### config.mk
export PLATFORM = sky130hd
export DESIGN_NAME = prog_loader
export DESIGN_NICKNAME = d
export VERILOG_FILES = /design/src/rtl/loader_pkg.sv /design/src/rtl/sat_counter.sv /design/src/rtl/prog_loader.sv
export SDC_FILE = /design/constraint.sdc
export NUM_CORES = 1
export LEC_CHECK = 0
export CELL_PAD_IN_SITES_DETAIL_PLACEMENT = 0
export CELL_PAD_IN_SITES_GLOBAL_PLACEMENT = 1
export CORE_MARGIN = 2
export CORE_UTILIZATION = 39
export CTS_BUF_LIST = sky130_fd_sc_hd__clkbuf_16
export DETAILED_ROUTE_END_ITERATION = 6
export PLACE_DENSITY_LB_ADDON = 0.05
export SYNTH_ARGS = -nofsm -noshare
export SYNTH_HDL_FRONTEND = slang
export SYNTH_SLANG_ARGS = --single-unit
### constraint.sdc
create_clock -name clk -period 2.55 [get_ports clk]
set_input_delay 0.51 -clock clk [delete_from_list [all_inputs] [get_ports clk]]
set_output_delay 0.51 -clock clk [all_outputs]
set_load 0.03 [all_outputs]
### src/rtl/loader_pkg.sv
// loader_pkg: shared state encoding and default sizing for the program loader.
package loader_pkg;
   typedef enum logic [1:0] {IDLE, LOAD, ARM, RUN} state_t;
   localparam int DEF_D = 9;
   localparam int DEF_W = 9;
   localparam int DEF_CW = 16;
   localparam int DEF_MAX_CYC = 5000;
endpackage

### src/rtl/sat_counter.sv
// sat_counter: up-counter with synchronous clear and enable that stops at all-ones.
module sat_counter #(
   parameter int WIDTH = 16
) (
   input  logic             clk,
   input  logic             reset,
   input  logic             clr,
   input  logic             en,
   output logic [WIDTH-1:0] q,
   output logic             sat
);
   assign sat = &q;
   always_ff @(posedge clk or negedge reset)
      if (!reset) q <= '0;
      else q <= clr ? '0 : (en && !sat) ? q + 1'b1 : q;
endmodule

### src/rtl/prog_loader.sv
// prog_loader: streams host words into instruction memory with the core held in reset,
// then runs the core and reports finished or timeout.
module prog_loader
   import loader_pkg::*;
#(
   parameter int D       = DEF_D,
   parameter int W       = DEF_W,
   parameter int CW      = DEF_CW,
   parameter int MAX_CYC = DEF_MAX_CYC
) (
   input  logic          clk,
   input  logic          reset,
   input  logic          start,
   input  logic [D:0]    len,
   input  logic          in_valid,
   input  logic [W-1:0]  in_data,
   output logic          in_ready,
   output logic          im_wr_en,
   output logic [D:0]    im_addr,
   output logic [W-1:0]  im_wr_data,
   output logic          core_reset,
   input  logic          core_done,
   output logic          busy,
   output logic          finished,
   output logic          timeout,
   output logic [CW-1:0] cycle_count
);
   state_t     state;
   logic [D:0] len_r, idx;
   logic       xfer, at_lim, cnt_clr, cnt_en, cnt_sat;
   assign xfer    = in_valid && in_ready;
   assign at_lim  = cycle_count == CW'(MAX_CYC - 1);
   assign cnt_clr = state == IDLE && start;
   // the cycle that sees done or hits the limit is not counted
   assign cnt_en  = state == RUN && !core_done && !at_lim && !cnt_sat;
   sat_counter #(.WIDTH(CW)) u_cnt (
      .clk   (clk),
      .reset (reset),
      .clr   (cnt_clr),
      .en    (cnt_en),
      .q     (cycle_count),
      .sat   (cnt_sat)
   );
   always_ff @(posedge clk or negedge reset) begin
      if (!reset) begin
         state      <= IDLE;
         len_r      <= '0;
         idx        <= '0;
         in_ready   <= 1'b0;
         im_wr_en   <= 1'b0;
         im_addr    <= '0;
         im_wr_data <= '0;
         core_reset <= 1'b1;
         busy       <= 1'b0;
         finished   <= 1'b0;
         timeout    <= 1'b0;
      end else begin
         im_wr_en <= xfer;
         if (xfer) begin
            im_addr    <= idx;
            im_wr_data <= in_data;
            idx        <= idx + 1'b1;
         end
         case (state)
            IDLE: if (start) begin
               len_r    <= len;
               idx      <= '0;
               busy     <= 1'b1;
               finished <= 1'b0;
               timeout  <= 1'b0;
               in_ready <= len != '0;
               state    <= (len != '0) ? LOAD : ARM;
            end
            LOAD: if (xfer && idx == len_r - 1'b1) begin
               in_ready <= 1'b0;
               state    <= ARM;
            end
            ARM: begin
               core_reset <= 1'b0;
               state      <= RUN;
            end
            RUN: if (core_done || at_lim) begin
               finished   <= core_done;
               timeout    <= !core_done;
               core_reset <= 1'b1;
               busy       <= 1'b0;
               state      <= IDLE;
            end
         endcase
      end
   end
endmodule

### Word-level counts from Yosys, hierarchy flattened

Cells that the tools add are included.

| word-level totals | value |
|---|---|
| output and inout port bits | 41 |
| input bits | 24 |
| register bits | 63 |
| word-level logic and storage cells | 69 |

| cells by class | value |
|---|---|
| multiplexer cells | 23 |
| add/subtract/negate cells | 3 |
| equality and inequality tests | 8 |
| reduce and logical (&&, ||, !) cells | 23 |

Operators by type and width:

| operator | count |
|---|---|
| 2-to-1 mux 16 bit | 2 |
| 2-to-1 mux 10 bit | 3 |
| adder 16 x 1 -> 16 bit, second input constant | 1 |
| equality test 16 x 13 -> 1 bit, second input constant | 1 |
| AND reduction 16 bit | 1 |
| adder 10 x 1 -> 10 bit, second input constant | 1 |
| equality test 10 bit | 1 |
| one-hot mux 1 bit (2 select lines) | 5 |
| nonzero test 10 bit | 1 |
| subtractor 10 x 1 -> 10 bit, second input constant | 1 |
| AND reduction 3 bit | 3 |
| 2-to-1 mux 1 bit | 8 |
| 2-to-1 mux 2 bit | 4 |
| one-hot mux 2 bit (4 select lines) | 1 |
| nonzero test 2 bit | 4 |
| logical AND 1 bit | 7 |
| equality test 2 bit, second input constant | 2 |
| inequality test 2 bit, second input constant | 2 |
| AND reduction 2 bit | 2 |
| zero test 1 bit | 3 |
| equality test 2 x 1 -> 1 bit, second input constant | 1 |
| zero test 2 bit | 1 |
| inequality test 2 x 1 -> 1 bit, second input constant | 1 |
| logical OR 1 bit | 1 |

### Logic depth before layout (Yosys ltp)

Gate-level depths: netlist (run 1).

| logic depth | value |
|---|---|
| word-level depth | 7 |
| depth in mapped cells | 10 |
| gate-level depth less buffers | 8 |

### By module

A second synthesis (run 1) with hierarchy kept.

| second synthesis, totals | value |
|---|---|
| cells, all modules | 369 |
| area total of the unflattened synthesis | 3319.4 um2 |

Modules (own cells, without submodules):

| module | times used | area an instance (um2) | cells each | sequential area each (um2) |
|---|---|---|---|---|
| prog_loader | 1 | 2408.6 | 275 | 1177.4 |
| sat_counter | 1 | 910.9 | 94 | 400.4 |

### Worst setup path before layout (run 1)

Ideal clock, no wire load.

| path | value |
|---|---|
| path type | register to register |
| from | register u_cnt.q[0] |
| to | register state[1] |
| required time | 2.424 ns |
| period minus slack after synthesis | 2.186 ns |
| data arrival time | 2.061 ns |
| path slack | 0.364 ns |
| path buffers | 1 |
| library setup time | 0.126 ns |
| cell stages (with the launch flop) | 9 |
| cell sequence | dfrtp_1 > ha_1 > nor4bb_1 > nand4_1 > nand2_1 > buf_2 > nand2_1 > a221oi_1 > nand2_1 |

| on the way | value |
|---|---|
| cells in the longest elaborated chain, start to end | 4 |

Ends and longest elaborated chain:

| what | line | RTL |
|---|---|---|
| from (decl) | sat_counter.sv:9 | `output logic [WIDTH-1:0] q,` |
| from (signal assigned) | sat_counter.sv:15 | `else q <= clr ? '0 : (en && !sat) ? q + 1'b1 : q;` |
| equality test 16 x 13 -> 1 bit | prog_loader.sv:32 | `assign at_lim = cycle_count == CW'(MAX_CYC - 1);` |
| logical OR 1 bit | prog_loader.sv:82 | `RUN: if (core_done \|\| at_lim) begin` |
| inequality test 2 x 1 -> 1 bit (no line) | n/a |  |
| AND reduction 3 bit (no line) | n/a |  |
| to (signal assigned) | prog_loader.sv:72 | `state <= (len != '0) ? LOAD : ARM;` |
| to (decl) | prog_loader.sv:28 | `state_t state;` |

Every way passes these cells.
A chain may end at the register's enable or synchronous reset.

### Final worst setup path (run 1)

| path | value |
|---|---|
| from | register len_r[2] |
| to | register state[1] |

| on the way | value |
|---|---|
| cells in the longest elaborated chain, start to end | 5 |

Ends and longest elaborated chain:

| what | line | RTL |
|---|---|---|
| from (decl) | prog_loader.sv:29 | `logic [D:0] len_r, idx;` |
| from (signal assigned) | prog_loader.sv:66 | `len_r <= len;` |
| subtractor 10 x 1 -> 10 bit | prog_loader.sv:74 | `LOAD: if (xfer && idx == len_r - 1'b1) begin` |
| equality test 10 bit | prog_loader.sv:74 |  |
| logical AND 1 bit | prog_loader.sv:74 |  |
| inequality test 2 bit (no line) | n/a |  |
| AND reduction 3 bit (no line) | n/a |  |

Every way passes these cells.

==> impl_metrics.csv, run 1 <==
group,metric,value,unit
hold_path,hold_path.class,"primary input to async pin",
setup_path,r2r_cells,6,
floorplanning,die_h,96.4,um
setup_path,crit_arrival,2.47,ns
timing,fin_setup_tns,0,ns
setup_path,crit_fanout,8,
setup_path,cp-start-kind,"flip-flop",
timing,period_needed,2.27,ns
floorplanning,rows,33,
pwr,ir_drop,0.708,mV
setup_path,critical_path_class,"flip-flop to flip-flop",
flow_run,cap_violations,0,
clock_tree,cts_buffer_depth,2,
final_layout,final_layout_size_suffix_gt1_share,9.75,%
timing,fin_skew,0.00883,ns
pwr,powerDensity,1040,nW/um2
routing,drtIter0Drc,86,
routing,dr.max_layer_used,"met4",
final_layout,multi_input_area,1640,um2
final_layout,final_cells,546,
placed_design,dp_cells,530,
timing,maxSlewHeadroom,55.9,%
timing,fin_crit_sh,89.1,%
clock_tree,ctsResizeCount,0,
setup_path,cp_data_required_time,2.75,ns
logic_synthesis,syn-num-nets,396,
logic_synthesis,ys_ff_latch,63,
placed_design,port_buffers,64,
timing,hold_viol_final,0,
clock_tree,h-tree-depth,3,
routing,finalWirelength,8.06,mm
timing,tightest_slew,0.651,ns
clock_tree,cts_buffers,9,
final_layout,synthToLayoutAreaGrowth,32.7,%
logic_synthesis,synth_area_leader_cell,"dfrtp_1",
logic_synthesis,synth-edff-count,0,
setup_path,rrSetupSlack,0.28,ns
routing,met1_length,3.93,mm
global_route,antenna_found_initial,0,
final_layout,diodes,0,
final_layout,layout.nets,467,
final_layout,mostFrequentLayoutCells,"nand2_1, clkdlybuf4s50_1, dfrtp_1",
placed_design,hpwl,5.62,mm
setup_path,r2r-start,"len_r[2]$_DFFE_PN0P_",
routing,dr.pass1.iters,4,
floorplanning,fp.dieW,96.4,um
timing,maxSlewViolCount,0,
logic_synthesis,async_reset_ff_share,100,%
routing,drc,0,
routing,vias_per_cell,5.22,
pwr,p_leak,0.00195,uW
routing,routed-wl-met2,3.68,mm
logic_synthesis,synth_top_area_share,46.6,%
placed_design,placement.setup.worst_slack,0.153,ns
clock_tree,cts_hold_buf,0,
timing,setup_ws,0.277,ns
final_layout,mostFrequentLayoutCell,"nand2_1",
logic_synthesis,syn_area_per_cell,9.12,um2
floorplanning,die_area,9290,um2
setup_path,r2r-end,"state[1]$_DFFE_PN0P_",
timing,whs,0.167,ns
logic_synthesis,ys.flop_type,"dfrtp_1",
clock_tree,clock_latency,0.33,ns
timing,grt_setup_unrepaired,"false",
logic_synthesis,ys_types,49,
logic_synthesis,syn-cell-area,3330,um2
status,status,"finished, final reports clean",
global_route,grt_pass1_wl,13.8,mm
logic_synthesis,synth_cells,365,
timing,finalSetupViolations,0,
clock_tree,clk_pin_slew,0.05,ns
floorplanning,initial_utilization,40.3,%
floorplanning,ioPinCount,65,
global_route,grt.total_usage,19.2,%
logic_synthesis,yosys_warnings,0,
global_route,overflow,0,
routing,vias,2848,
clock_tree,cts_tree,"built",
routing,route.met3.wl,353,um
final_layout,ff_latch_area,1580,um2
floorplanning,fp.coreArea,8260,um2
clock_tree,postCtsSetupBuffers,0,
global_route,grt_pass1_vias,2874,
global_route,grt_max_degree,42,
logic_synthesis,synth_seq_area_share,47.4,%
clock_tree,cts_root_buffer,"clkbuf_16",
routing,antenna_left,0,
timing,max_freq,440,MHz
final_layout,fillers,789,
setup_path,end_kind,"flip-flop",
clock_tree,clock_sinks,63,
logic_synthesis,ys_top_cells_by_area,"dfrtp_1, nand2_1, xnor2_1, nor2_1, mux2_2",
routing,post_drt_wl_per_cell,14.8,um
placed_design,gp_congestion,0.824,
[worst max path at each step]
stage / from / endpoint / slack, ns / depth (start not counted)
floorplan: u_cnt.q[0]$_DFFE_PN0P_ / state[1]$_DFFE_PN0P_ / 0.36 / 8
global placement: len[1] / state[1]$_DFFE_PN0P_ / 0.16 / 8
finish: len_r[2]$_DFFE_PN0P_ / state[1]$_DFFE_PN0P_ / 0.28 / 6
CTS: len_r[2]$_DFFE_PN0P_ / state[1]$_DFFE_PN0P_ / 0.28 / 6
global route: len_r[2]$_DFFE_PN0P_ / state[0]$_DFFE_PN0P_ / 0.05 / 6
detailed placement: len[1] / state[1]$_DFFE_PN0P_ / 0.15 / 8
[cell usage after synthesis, drive strengths merged (2+ instances only)]
library cell and n:
a21oi 3, nand2b 2, nor3 8, nor4b 4, ha 7, o21ai 15
a31oi 5, nor2 35, mux2 10, nand3 11, nand2 83, o31ai 2
buf 4, nor4 12, inv 14, nor3b 2, xnor2 20, dfrtp 62
clkbuf 10, or3 4, mux2i 2, xor2 11, and3 8, a41oi 3
nand4 6, and2 2, nor2b 2
[power by group]
part,internal [uW],switching (uW)
sequential,1290,309
clock,646,439
combinational,834,1090
total,2770,1830
[through the flow]
stage | power [uW] | instance area [um2] | utilization (%)
floorplan | 2830 | 3330 | -
global placement | 3530 | 4150 | 50.3
detailed placement | 3550 | 4150 | 50.3
CTS | 4660 | 4420 | 53.5
global route | 4960 | 4420 | 53.5
finish | 4600 | 4420 | 53.5
[sequential cells by signal, summed over array words and instances (netlist names)]
register and cells:
im_addr 10, idx 10, busy 1, im_wr_en 1, im_wr_data 9, core_reset 1, timeout 1, u_cnt.q 16
in_ready 1, state 2, finished 1, len_r 10
[cell type report]
class	count	share of cell area, %
multi-input cells	273	37.1
flip-flops and latches	63	35.7
repair buffers	74	16.9
clock buffers	9	5.10
well taps	105	2.97
inverters	15	1.27
clock inverters	7	0.907
[cell families (layout without fill, tap and decap cells)]
kind of cell / after synthesis / count (layout) / synth area share (%)
AO/OA/AOI/OAI: 39 / 39 / 7.93
buffers and inverters: 29 / 105 / 3.38
adder cells (fa/ha/maj): 7 / 7 / 2.63
XOR/XNOR: 31 / 31 / 8.16
AND/OR/NAND/NOR: 184 / 184 / 26.5
multiplexers: 12 / 12 / 3.99
flip-flops: 63 / 63 / 47.4
[critical path, cell delays in order (launching register included)]
cell and delay (ns):
dfrtp_1 0.48, nor4_4 0.47, nand2_1 0.13, o311ai_1 0.61, nor3_1 0.14, a221oi_1 0.24
nand2_1 0.08
[metal layers]
layer / track usage (%) / up-vias
li1: - / 1399
met1: 26.5 / 1376
met2: 30.3 / 62
met3: 5.35 / 11
met4: 4.58 / 0
met5: 0 / -
(Power assumes the default switching activity.)
==> run 2: changes to the inputs <==
Settings changed: ABC_AREA from default to 1, ABC_CLOCK_PERIOD_IN_PS from default to 2550, CORE_UTILIZATION 39 to 38, PLACE_DENSITY_LB_ADDON 0.05 to 0.15.
==> run 2 against run 1 <==
Against the previous run:
- count of clock-buffer cells in the layout unchanged
- non-clock buffer count up 1
- via count up 6.6%
- routed wire length up 6.4%
- maximum frequency up 6.8%
- hold slack better by 0.013 ns
- critical path depth down 5
- global-route usage down 0.37 points
- setup slack better by 0.14 ns
- clock power up 18%
- total power up 13%
==> impl_metrics.csv, run 2 <==
group,metric,value,unit
status,status,"finished, final reports clean",
pwr,sequentialPowerShare,31.0,%
logic_synthesis,yosysMostFrequentCell,"nand2_1",
logic_synthesis,ys_ff_latch,63,
routing,vias,3037,
setup_path,crit_arrival,1.62,ns
clock_tree,h-tree-depth,3,
global_route,grt_max_degree,26,
global_route,grt.total_usage,18.9,%
placed_design,dp_cells,629,
routing,dr.pass1.iters,4,
routing,finalWirelength,8.58,mm
logic_synthesis,async_reset_ff_share,100,%
pwr,ir_drop,0.366,mV
final_layout,fillers,901,
logic_synthesis,syn-cell-area,3500,um2
clock_tree,cts_hold_buf,0,
pwr,p_leak,0.00217,uW
logic_synthesis,ys_types,33,
setup_path,r2r_cells,9,
clock_tree,cts_tree,"built",
setup_path,crit_family,"buffers and inverters",
floorplanning,die_area,10000,um2
global_route,antenna_found_initial,0,
final_layout,final_layout_size_suffix_gt1_share,11.0,%
setup_path,rrSetupSlack,0.51,ns
final_layout,final_cells,645,
logic_synthesis,synth_top_area_share,44.3,%
logic_synthesis,yosys_warnings,0,
clock_tree,clock_sinks,63,
timing,max_freq,470,MHz
logic_synthesis,synth_seq_area_share,45.1,%
routing,drc,0,
setup_path,critical-path-max-stage-delay,0.75,ns
timing,grt_setup_unrepaired,"false",
logic_synthesis,synth_common_cells,"nand2_1, dfrtp_1, nor2_1",
final_layout,layout.nets,560,
setup_path,cp_data_required_time,2.04,ns
flow_run,cap_violations,0,
timing,fin_crit_sh,83.5,%
clock_tree,cts_buffer_depth,2,
setup_path,end_kind,"output pin",
timing,tightest_slew,0.572,ns
hold_path,hold_path.class,"primary input to async pin",
logic_synthesis,synth_area_leader_cell,"dfrtp_1",
final_layout,ff_latch_area,1580,um2
floorplanning,die_h,100,um
routing,post_drt_wl_per_cell,13.3,um
logic_synthesis,synth_cells,454,
logic_synthesis,syn_area_per_cell,7.71,um2
logic_synthesis,ys.flop_type,"dfrtp_1",
clock_tree,clock_latency,0.32,ns
global_route,grt_pass1_vias,3052,
placed_design,port_buffers,64,
pwr,power_frac_comb,44.2,%
timing,fin_skew,0.00536,ns
final_layout,mostFrequentLayoutCells,"nand2_1, clkdlybuf4s50_1, dfrtp_1",
clock_tree,cts_buffers,9,
setup_path,r2r-end,"u_cnt.q[13]$_DFFE_PN0P_",
setup_path,cp-start-kind,"flip-flop",
final_layout,mostFrequentLayoutCell,"nand2_1",
pwr,intPower,3050,uW
final_layout,regMostFlops,"u_cnt.q",
clock_tree,postCtsSetupBuffers,0,
global_route,grt_pass1_wl,14.8,mm
floorplanning,fp.coreArea,9110,um2
floorplanning,fp.dieW,100,um
timing,fin_setup_tns,0,ns
setup_path,crit_chain,"clkdlybuf4s50_1",
final_layout,synthToLayoutAreaGrowth,32.1,%
final_layout,largest_reg_flops,16,
clock_tree,ctsResizeCount,0,
timing,maxSlewViolCount,0,
setup_path,critical_path_class,"flip-flop to output pin",
setup_path,crit_fanout,7,
timing,maxSlewHeadroom,61.8,%
clock_tree,cts_root_buffer,"clkbuf_16",
routing,vias_per_cell,4.71,
global_route,overflow,0,
timing,finalSetupViolations,0,
setup_path,critPathSlowestCell,"clkdlybuf4s50_1",
timing,period_needed,2.13,ns
logic_synthesis,synth-edff-count,0,
clock_tree,clk_pin_slew,0.06,ns
placed_design,hpwl,6.49,mm
pwr,powerDensity,1130,nW/um2
final_layout,multi_input_area,1690,um2
placed_design,gp_congestion,0.782,
logic_synthesis,syn-num-nets,485,
floorplanning,rows,35,
timing,hold_viol_final,0,
pwr,p_sw,2170,uW
logic_synthesis,ys_top_cells_by_area,"dfrtp_1, nand2_1, nor2_1, inv_1, nand3_1",
routing,antenna_left,0,
pwr,swShare,41.6,%
setup_path,r2r-start,"u_cnt.q[1]$_DFFE_PN0P_",
final_layout,diodes,0,
routing,drtIter0Drc,92,
floorplanning,ioPinCount,65,
final_layout,post-route-util,50.8,%
setup_path,crit_buf_inv,1,
floorplanning,initial_utilization,38.4,%
pwr,power_frac_clock,24.8,%
run 2: changes by cell type in the layout (fill, tap and decap cells not counted), moves of 10 or more:
cell,before,now
nor2_1,35,55
nor4_1,10,0
inv_1,14,43
nand3_1,10,28
o21ai_0,15,25
nand2_1,83,146
mux2_2,10,0
xnor2_1,20,6
o21ai_2,0,10
run 2: final cells by class:
| type | count | share of cell area (%) |
|---|---|---|
| Clock buffer | 9 | 4.87 |
| Clock inverter | 7 | 1.92 |
| Inverter | 46 | 3.73 |
| Multi-Input combinational cell | 334 | 36.6 |
| Sequential cell | 63 | 34.1 |
| Tap cell | 111 | 3.00 |
| Timing Repair Buffer | 75 | 15.8 |
run 2: routing by layer:
metal	GRT usage [%]	up-vias	share of wire (%)	wire, um
li1	-	1591	-	-
met1	26.3	1377	50	4260
met2	29.7	59	46	3950
met3	2.65	10	3.0	261
met4	7.69	0	1.4	116
met5	0	-	0	0
run 2: through the flow:
stage / hold slack [ns] / setup WS, ns / total power (uW) / cell area [um2]
5_1_grt: 0.228 / 0.323 / 5630 / 4630
6_report: 0.180 / 0.421 / 5210 / 4630
2_1_floorplan: 0.214 / 0.745 / 3160 / 3500
3_3_place_gp: 0.460 / 0.397 / 3930 / 4310
4_1_cts: 0.193 / 0.403 / 5280 / 4630
3_5_place_dp: 0.460 / 0.396 / 3960 / 4310
run 2: worst max-delay path by stage:
stage,from,end,depth (start not counted)
2_1_floorplan,u_cnt.q[0]$_DFFE_PN0P_,u_cnt.q[12]$_DFFE_PN0P_,9
3_3_place_gp,in_valid,state[0]$_DFFE_PN0P_,12
3_5_place_dp,in_valid,state[0]$_DFFE_PN0P_,12
4_1_cts,u_cnt.q[13]$_DFFE_PN0P_,cycle_count[13],1
5_1_grt,u_cnt.q[1]$_DFFE_PN0P_,u_cnt.q[7]$_DFFE_PN0P_,9
6_report,u_cnt.q[13]$_DFFE_PN0P_,cycle_count[13],1
run 2: cell families after synthesis:
| logic type | Yosys count | share of synthesized area [%] |
|---|---|---|
| AND/OR/NAND/NOR | 258 | 32.3 |
| buffers and inverters | 57 | 6.61 |
| AO/OA/AOI/OAI | 48 | 8.29 |
| adder cells (fa/ha/maj) | 7 | 2.50 |
| flip-flops | 63 | 45.1 |
| XOR/XNOR | 21 | 5.25 |
run 2: worst reg2reg max path: stages, from the launching register on:
cell	delay [ns]
dfrtp_1	0.43
ha_1	0.31
nand3_1	0.18
nor4_4	0.25
nand3_2	0.15
nand3_2	0.12
nand2_4	0.22
inv_2	0.19
nand2_1	0.06
nand2_1	0.07
run 2: power groups by stage:
stage	clock network (uW)	registers, uW	logic [uW]
after global placement	0	1640	2290
after floorplan	0	1970	1200
after CTS	1320	1620	2330
after global routing	1370	1670	2600
final	1290	1620	2310
after detailed placement	0	1640	2320
